[src/rtl/pc_if.sv]
// Request/status bundle between the control/branch unit and the program counter.
interface pc_if #(
  parameter int XLEN = 32
);
  logic            stall_i;
  logic            branch_i;
  logic            call_i;
  logic            ret_i;
  logic [XLEN-1:0] branch_target_i;
  logic [XLEN-1:0] pc_o;
  logic            ras_empty_o;
  logic            ras_full_o;
  logic            ras_overflow_o;
  logic            trap_o;

  modport master (
    output stall_i, branch_i, call_i, ret_i, branch_target_i,
    input  pc_o, ras_empty_o, ras_full_o, ras_overflow_o, trap_o
  );

  modport slave (
    input  stall_i, branch_i, call_i, ret_i, branch_target_i,
    output pc_o, ras_empty_o, ras_full_o, ras_overflow_o, trap_o
  );
endinterface

[src/rtl/pc_unit.sv]
// Program counter with sequential/stall/branch/call/return and a circular
// return-address stack; misaligned redirects and RAS underflow trap.
module pc_unit #(
  parameter int              XLEN         = 32,
  parameter int              STEP         = 4,
  parameter logic [XLEN-1:0] RESET_VECTOR = '0,
  parameter logic [XLEN-1:0] TRAP_VECTOR  = XLEN'('h100),
  parameter int              RAS_DEPTH    = 4
) (
  input  logic clk,
  input  logic rst,
  pc_if.slave  bus
);
  localparam int SW = $clog2(STEP);
  localparam int PW = $clog2(RAS_DEPTH);
  localparam int CW = PW + 1;

  typedef enum logic {BOOT, RUN} state_t;

  state_t          state_q, state_d;
  logic [XLEN-1:0] pc_q, pc_d;
  logic [PW-1:0]   top_q, top_d;
  logic [CW-1:0]   cnt_q, cnt_d;
  logic            ovf_q, ovf_d;
  logic            trap_q, trap_d;
  logic [XLEN-1:0] ras_q [RAS_DEPTH];

  logic            ras_we;
  logic [PW-1:0]   ras_wa;
  logic [XLEN-1:0] ras_wd;
  logic [XLEN-1:0] tgt;
  logic            redirect;
  logic            empty, full;

  function automatic logic misaligned(input logic [XLEN-1:0] a);
    return |a[SW-1:0];
  endfunction

  assign empty  = (cnt_q == '0);
  assign full   = (cnt_q == CW'(RAS_DEPTH));
  assign ras_wd = pc_q + XLEN'(STEP);

  always_comb begin
    state_d  = state_q;
    pc_d     = pc_q;
    top_d    = top_q;
    cnt_d    = cnt_q;
    ovf_d    = ovf_q;
    trap_d   = 1'b0;
    ras_we   = 1'b0;
    ras_wa   = top_q;
    tgt      = '0;
    redirect = 1'b0;
    case (state_q)
      BOOT: state_d = RUN;
      RUN: begin
        if (!bus.stall_i) begin
          if (bus.ret_i && !bus.call_i && empty) begin
            pc_d   = TRAP_VECTOR;
            trap_d = 1'b1;
          end else if (bus.ret_i && bus.call_i) begin
            // Swap replaces the top in place; on an empty stack it degrades to a push.
            ras_we   = 1'b1;
            tgt      = bus.branch_target_i;
            redirect = 1'b1;
            if (empty) begin
              ras_wa = top_q + 1'b1;
              top_d  = top_q + 1'b1;
              cnt_d  = cnt_q + 1'b1;
            end
          end else if (bus.ret_i) begin
            tgt      = ras_q[top_q];
            redirect = 1'b1;
            top_d    = top_q - 1'b1;
            cnt_d    = cnt_q - 1'b1;
          end else if (bus.call_i) begin
            // When full, top+1 is the oldest slot, so the push overwrites it.
            ras_we   = 1'b1;
            ras_wa   = top_q + 1'b1;
            top_d    = top_q + 1'b1;
            tgt      = bus.branch_target_i;
            redirect = 1'b1;
            if (full) ovf_d = 1'b1;
            else      cnt_d = cnt_q + 1'b1;
          end else if (bus.branch_i) begin
            tgt      = bus.branch_target_i;
            redirect = 1'b1;
          end else begin
            pc_d = pc_q + XLEN'(STEP);
          end
          if (redirect) begin
            if (misaligned(tgt)) begin
              pc_d   = TRAP_VECTOR;
              trap_d = 1'b1;
            end else begin
              pc_d = tgt;
            end
          end
        end
      end
      default: state_d = BOOT;
    endcase
  end

  always_ff @(posedge clk or negedge rst) begin
    if (!rst) begin
      state_q <= BOOT;
      pc_q    <= RESET_VECTOR;
      top_q   <= '0;
      cnt_q   <= '0;
      ovf_q   <= 1'b0;
      trap_q  <= 1'b0;
    end else begin
      state_q <= state_d;
      pc_q    <= pc_d;
      top_q   <= top_d;
      cnt_q   <= cnt_d;
      ovf_q   <= ovf_d;
      trap_q  <= trap_d;
    end
  end

  always_ff @(posedge clk) begin
    if (ras_we) ras_q[ras_wa] <= ras_wd;
  end

  assign bus.pc_o           = pc_q;
  assign bus.ras_empty_o    = empty;
  assign bus.ras_full_o     = full;
  assign bus.ras_overflow_o = ovf_q;
  assign bus.trap_o         = trap_q;
endmodule

[src/flat_wrapper.sv]
// flat-port wrapper written by rule: the top's interface ports become plain ports
module pc_unit_flat 
#(
  parameter int              XLEN         = 32,
  parameter int              STEP         = 4,
  parameter logic [XLEN-1:0] RESET_VECTOR = '0,
  parameter logic [XLEN-1:0] TRAP_VECTOR  = XLEN'('h100),
  parameter int              RAS_DEPTH    = 4
)
  (clk, rst, bus_stall_i, bus_branch_i, bus_call_i, bus_ret_i, bus_branch_target_i, bus_pc_o, bus_ras_empty_o, bus_ras_full_o, bus_ras_overflow_o, bus_trap_o);
  pc_if #(.XLEN(XLEN)) bus_i ();
  input  logic clk;
  input  logic rst;
  input wire logic [$bits(bus_i.stall_i)-1:0] bus_stall_i;
  input wire logic [$bits(bus_i.branch_i)-1:0] bus_branch_i;
  input wire logic [$bits(bus_i.call_i)-1:0] bus_call_i;
  input wire logic [$bits(bus_i.ret_i)-1:0] bus_ret_i;
  input wire logic [$bits(bus_i.branch_target_i)-1:0] bus_branch_target_i;
  output wire logic [$bits(bus_i.pc_o)-1:0] bus_pc_o;
  output wire logic [$bits(bus_i.ras_empty_o)-1:0] bus_ras_empty_o;
  output wire logic [$bits(bus_i.ras_full_o)-1:0] bus_ras_full_o;
  output wire logic [$bits(bus_i.ras_overflow_o)-1:0] bus_ras_overflow_o;
  output wire logic [$bits(bus_i.trap_o)-1:0] bus_trap_o;
  assign bus_i.stall_i = bus_stall_i;
  assign bus_i.branch_i = bus_branch_i;
  assign bus_i.call_i = bus_call_i;
  assign bus_i.ret_i = bus_ret_i;
  assign bus_i.branch_target_i = bus_branch_target_i;
  assign bus_pc_o = bus_i.pc_o;
  assign bus_ras_empty_o = bus_i.ras_empty_o;
  assign bus_ras_full_o = bus_i.ras_full_o;
  assign bus_ras_overflow_o = bus_i.ras_overflow_o;
  assign bus_trap_o = bus_i.trap_o;
  pc_unit #(.XLEN(XLEN), .STEP(STEP), .RESET_VECTOR(RESET_VECTOR), .TRAP_VECTOR(TRAP_VECTOR), .RAS_DEPTH(RAS_DEPTH)) u_core (.clk(clk), .rst(rst), .bus(bus_i));
endmodule
[config.mk]
export PLATFORM = sky130hd
export DESIGN_NAME = pc_unit_flat
export DESIGN_NICKNAME = d
export VERILOG_FILES = /design/src/rtl/pc_if.sv /design/src/rtl/pc_unit.sv /design/src/flat_wrapper.sv
export SDC_FILE = /design/constraint.sdc
export NUM_CORES = 1
export LEC_CHECK = 0
export CAP_MARGIN = 20
export CORE_MARGIN = 5
export CORE_UTILIZATION = 61
export CTS_BUF_LIST = sky130_fd_sc_hd__clkbuf_16
export CTS_CLUSTER_DIAMETER = 40
export DETAILED_ROUTE_END_ITERATION = 10
export PLACE_DENSITY = 0.84
export SYNTH_ARGS = -nofsm -noshare
export SYNTH_HDL_FRONTEND = slang
export SYNTH_SLANG_ARGS = --single-unit
[constraint.sdc]
create_clock -name clk -period 7 [get_ports clk]
set_input_delay 0.7 -clock clk [delete_from_list [all_inputs] [get_ports clk]]
set_output_delay 0.7 -clock clk [all_outputs]
set_load 0.02 [all_outputs]
## Yosys cells after proc, flatten, opt, wreduce, memory -nomap -nowiden

Memories as Yosys holds them, arrays and structs flattened.
Cells that the tools add are included.

- Register bits after elaboration: 40
- Bits in writable memories: 128
- Bits of input ports: 38
- Output and inout bits: 36
- Word-level logic and storage cells: 82
- Memories: 1

Memory list:

| name | depth | bits a word | read ports | clocked after Yosys merged registers in | wr ports | RTL line | source |
|---|---|---|---|---|---|---|---|
| u_core.ras_q | 4 | 32 | 1 | 0 | 1 | pc_unit.sv:26 | `logic [XLEN-1:0] ras_q [RAS_DEPTH];` |

- Add/sub/neg operators: 5
- Equal/unequal tests: 7
- Muxes and demuxes: 48
- Bitwise operators: 4
- Reductions and logical operators: 11

Operators by type and width:

| operator | count |
|---|---|
| 2-to-1 mux 32 bit | 14 |
| adder 32 x 3 -> 32 bit (second input constant) | 1 |
| 2-to-1 mux 1 bit | 20 |
| 2-to-1 mux 2 bit | 9 |
| 2-to-1 mux 3 bit | 5 |
| AND reduction 6 bit | 2 |
| inequality test 3 x 1 -> 1 bit (second input constant) | 3 |
| AND reduction 7 bit | 1 |
| inequality test 3 x 2 -> 1 bit (second input constant) | 2 |
| inverter 1 bit | 4 |
| adder 3 x 1 -> 3 bit (second input constant) | 1 |
| == test 3 bit (second input constant) | 1 |
| logical AND 1 bit | 3 |
| logical NOT 3 bit | 1 |
| AND reduction 3 bit | 1 |
| nonzero test 3 bit | 1 |
| subtractor 3 x 1 -> 3 bit (second input constant) | 1 |
| adder 2 x 1 -> 2 bit (second input constant) | 1 |
| inequality test 2 x 1 -> 1 bit (second input constant) | 1 |
| OR reduction 2 bit | 1 |
| subtractor 2 x 1 -> 2 bit (second input constant) | 1 |
| logical NOT 1 bit | 1 |

## Logic depth before layout (Yosys ltp)

- Depth after elaboration: 12
- Gate-level depth with buffers: 9
- Depth with buffers taken out: 8

## Least setup slack after synthesis

No wires, ideal clock.

- Path kind: in2reg
- Start point: input bus_stall_i
- End point: memory u_core.ras_q[1][0], enable pin
- Library setup time: 0.468 ns
- Data arrival time: 3.751 ns
- Required time: 6.532 ns
- Setup slack: 2.781 ns
- Stages: 4
- Path buffers: 1
- Path through: nor2b_1 -> clkbuf_1 -> nand2_1 -> nor3b_1

- Word-level cells in the longest chain between the ends: 4
- Elaborated cells between the ends (all ways): 6
- Those cells by class: mux: 6

RTL lines:

| item | RTL line | source |
|---|---|---|
| start: declaration | flat_wrapper.sv:14 | `input wire logic [$bits(bus_i.stall_i)-1:0] bus_stall_i;` |
| 2-to-1 mux 1 bit | pc_unit.sv:57 | `if (!bus.stall_i) begin` |
| 2-to-1 mux 1 bit | pc_unit.sv:54 | `case (state_q)` |
| 2-to-1 mux 1 bit | pc_unit.sv:124 | `if (ras_we) ras_q[ras_wa] <= ras_wd;` |
| 2-to-1 mux 1 bit (implied by the code) | pc_unit.sv:124 |  |
| end: declaration | pc_unit.sv:26 |  |

Several ways; a longest one is shown, not always the timed one.

## Final worst setup path

- Start point: input bus_call_i
- End point: register u_core.pc_q[20] (netlist: u_core.bus.pc_o[20])

- Word-level cells in the longest chain between the ends: 9
- Elaborated cells between the ends (all ways): 25
- Those cells by class: eq/ne: 4; mux: 15; reduce/logical: 6

RTL lines:

| item | RTL line | source |
|---|---|---|
| start: declaration | flat_wrapper.sv:16 | `input wire logic [$bits(bus_i.call_i)-1:0] bus_call_i;` |
| branches (longest 9 deep; another with AND reduction 6 bit) | -- |  |
| end signal: assignment | pc_unit.sv:115 | `pc_q <= pc_d;` |
| end: declaration | pc_unit.sv:21 | `logic [XLEN-1:0] pc_q, pc_d;` |

Several ways; the timed one is not identified. The select of a mux whose other input is x is not followed.
A chain may end at the register's enable or synchronous reset.

==> out/results.tsv <==
metric	value	unit
Final Hold Viols	0	
worst rel slew slack	33.56	%
placement row count	40	
fill cell total of the finished layout	747	
die height	121.8	um
wire length per cell	23.36	um
Post-CTS Setup Repair Bufs	0	
grt peak-use layer	met2	
deepest clock path buffer count	2	
met1 usage in global routing	35.23	%
remaining design rule violation count	0	
highest-delay cell along the critical path	a221o_1	
placed wire-length estimate after detailed placement	11200	um
count of different cell masters after synthesis	56	
max-slew violation total from the final report	0	
Worst Setup Path Type	input port to flip-flop	
CP Buf/Inv Count	1	
Std-Cell Core Area	12110	um2
Routed Wire Length	18530	um
synthesized instance count	545	
PortBufs	73	
clk slew on worst S/H paths	0.06	ns
dominant synthesized flop cell	edfxtp_1	
final setup vio count	0	
length of the first detailed-routing pass in iterations	5	
area delta synth->final	20.86	%
number of top-level pins	74	
MaxCap Viol Count	0	
net total in the final layout	654	
slowest cell delay on critical path	0.68	ns
area of the multi-input gates	2610	um2
via count of the first global-routing pass	5291	
global-route track usage on met2	40.88	%
pin count of the biggest net entering global routing	41	
netlist area before placement	7625	um2
Worst Tran Pin Value	0.9965	ns
clock tree from TritonCTS	yes	
leakage power figure	3.326	nW
Crit path arrival time	3.43	ns
final total power	0.003088	W
family with the most delay on the worst path	compound AO/OA/AOI/OAI gates	
final period utilization	43.89	%
critical-path maximum fanout	19	
vias after detailed routing	5092	
highest attainable clock frequency	325.5	MHz
outcome	finished, final reports clean	
Cell Chain, Critical Path	clkdlybuf4s50_1, nor2b_4, nand2_1, a221o_1, a21oi_1, a211o_1	
global-route wire length before repair	28920	um
met3 track demand over resource in global routing	4.921	%
number of enable flip-flop cells after synthesis	128	
post-layout utilization of the core	76.08	%
cts repair resizes	0	
die outline width	121.8	um
Post-CTS Hold Buffers	0	
RePlAce Congestion	0.8591	
pwr/cell area	335.1	nW/um2
antenna diode instance count	0	
maximum clock skew at final layout	0.005278	ns
effective utilization at floorplan	62.95	%
syn_area_per_cell	13.99	um2
endpoint type of the worst setup path	flip-flop	
register area share after synthesis	63.54	%
drt via density	6.421	
worst skew pair latency	0.42	ns
Total Negative Setup Slacks	0	ns
final critical path time including I/O delays and setup	3.073	ns
number of antenna violations at the first check in global routing	0	
VDD IR max	0.2110	mV
Root Driver	clkbuf_16	
Synth async-reset ratio	23.81	%
number of sinks handled by clock tree synthesis	168	
total CTS buffers	17	
nature of the critical path startpoint	input port	
total of flip-flops plus latches after synthesis	168	
Tightest Hold Check Type	input port to async pin	
post-route ant nets	0	
RSZ-0062 raised after global routing	false	
Yosys Warn Count	0	
H-Tree Level Count	4	
FF+latch area	4846	um2
endpoint required time on the critical path	7.36	ns
GRT Overall Usage	26.01	%
final global-route overflow total	0	
share of cells above drive strength 1	13.76	%
post-synthesis net count	587	
area of the die	14840	um2
number of design-rule violations left by the first detailed-router iteration	683	
-- cells in the mapped netlist (11+ instances only) --
cell type	instances	area, um2
nor2_1	21	78.83
edfxtp_1	128	3844
nand3_1	14	70.07
o21ai_1	12	60.06
clkbuf_1	15	56.30
mux4_2	31	698.2
mux2i_1	11	110.1
o21ai_0	16	80.08
xor2_1	11	96.34
dfrtp_1	40	1001
inv_1	11	41.29
a21oi_1	28	140.1
xnor2_1	23	201.4
nand2_1	72	270.3
-- routing by layer --
| layer | part of all wire (%) | vias to the layer above |
|---|---|---|
| met4 | 2.5 | 0 |
| li1 | - | 2196 |
| met1 | 40 | 2577 |
| met3 | 7.9 | 40 |
| met2 | 49 | 279 |
| met5 | 0 | - |
-- registers in the layout, indices dropped and copies added, names as in the netlist --
register                   cells
u_core.bus.pc_o               32
u_core.ras_q                 128
u_core.bus.ras_overflow_o      1
u_core.state_q                 1
u_core.cnt_q                   3
u_core.bus.trap_o              1
u_core.top_q                   2
-- stage by stage --
| stage | setup slack (ns) | cell area (um2) | instances | hold slack (ns) |
|---|---|---|---|---|
| after detailed placement | 3.177 | 8508 | 760 | 0.4731 |
| after global placement | 3.361 | 8508 | 760 | 0.4569 |
| after floorplan | 2.781 | 7625 | 545 | 0.4044 |
| after CTS | 3.556 | 9188 | 792 | 0.4486 |
| final | 3.927 | 9215 | 793 | 0.4241 |
| after global routing | 3.758 | 9215 | 793 | 0.4994 |
-- cell type report --
cell class | count | share of cell area (%)
clock buffer | 22 | 5.974
clock inverter | 10 | 1.399
inverter | 11 | 0.4481
multi-input combinational | 330 | 28.32
sequential | 168 | 52.59
tap | 168 | 2.281
timing repair buffer | 84 | 8.988
-- kinds of logic after synthesis --
| group | synth area share, % |
|---|---|
| flip-flops | 63.54 |
| AND/OR/NAND/NOR | 10.65 |
| other | 0.04918 |
| buffers and inverters | 2.691 |
| adder cells (fa/ha/maj) | 0.6564 |
| XOR/XNOR | 3.905 |
| AO/OA/AOI/OAI | 7.909 |
| multiplexers | 10.60 |
-- power by group --
part	leakage (nW)	internal [W]	switching, W
registers	1.69	0.00121	0.0000943
logic	1.30	0.000347	0.000398
clock network	0.337	0.000665	0.000377
total	3.33	0.00222	0.000869
-- cell usage in the layout, fill, tap and decap left out, drive strengths merged, types with 3 or more instances in the layout --
cell / Yosys / final
and3: 6 / 6
ha: 4 / 4
nand4: 9 / 9
nand3: 15 / 15
nor4: 4 / 4
clkinv: 0 / 4
clkbuf: 16 / 22
a21oi: 28 / 28
and2: 4 / 4
a22oi: 3 / 3
inv: 11 / 13
nor3: 6 / 6
o21ai: 28 / 28
mux2i: 11 / 11
nand2b: 3 / 3
o311ai: 8 / 8
o32a: 6 / 6
nand2: 73 / 73
bufinv: 0 / 3
nor2: 21 / 21
xor2: 11 / 11
buf: 20 / 12
mux4: 31 / 31
edfxtp: 128 / 128
nor2b: 3 / 3
dfrtp: 40 / 40
xnor2: 23 / 23
a221oi: 5 / 5
clkdlybuf4s50: 0 / 72
a221o: 4 / 4
or2: 4 / 4
-- path summary, 6_finish.rpt --
| path | depth (start not counted) | start | slack (ns) | endpoint |
|---|---|---|---|---|
| worst max-delay path | 6 | bus_call_i | 3.93 | u_core.bus.pc_o[20] |
| min in group clk | 1 | u_core.bus.ras_overflow_o | 0.48 | u_core.bus.ras_overflow_o |
| worst max register to register | 7 | u_core.cnt_q[0] | 4.16 | u_core.ras_q[0][2] |
| max in group asynchronous | 1 | rst | 5.91 | u_core.top_q[0] |
| worst min-delay path | 1 | rst | 0.42 | u_core.bus.pc_o[2] |
| worst min register to register | 1 | u_core.bus.ras_overflow_o | 0.48 | u_core.bus.ras_overflow_o |
(Power assumes the default switching activity.)
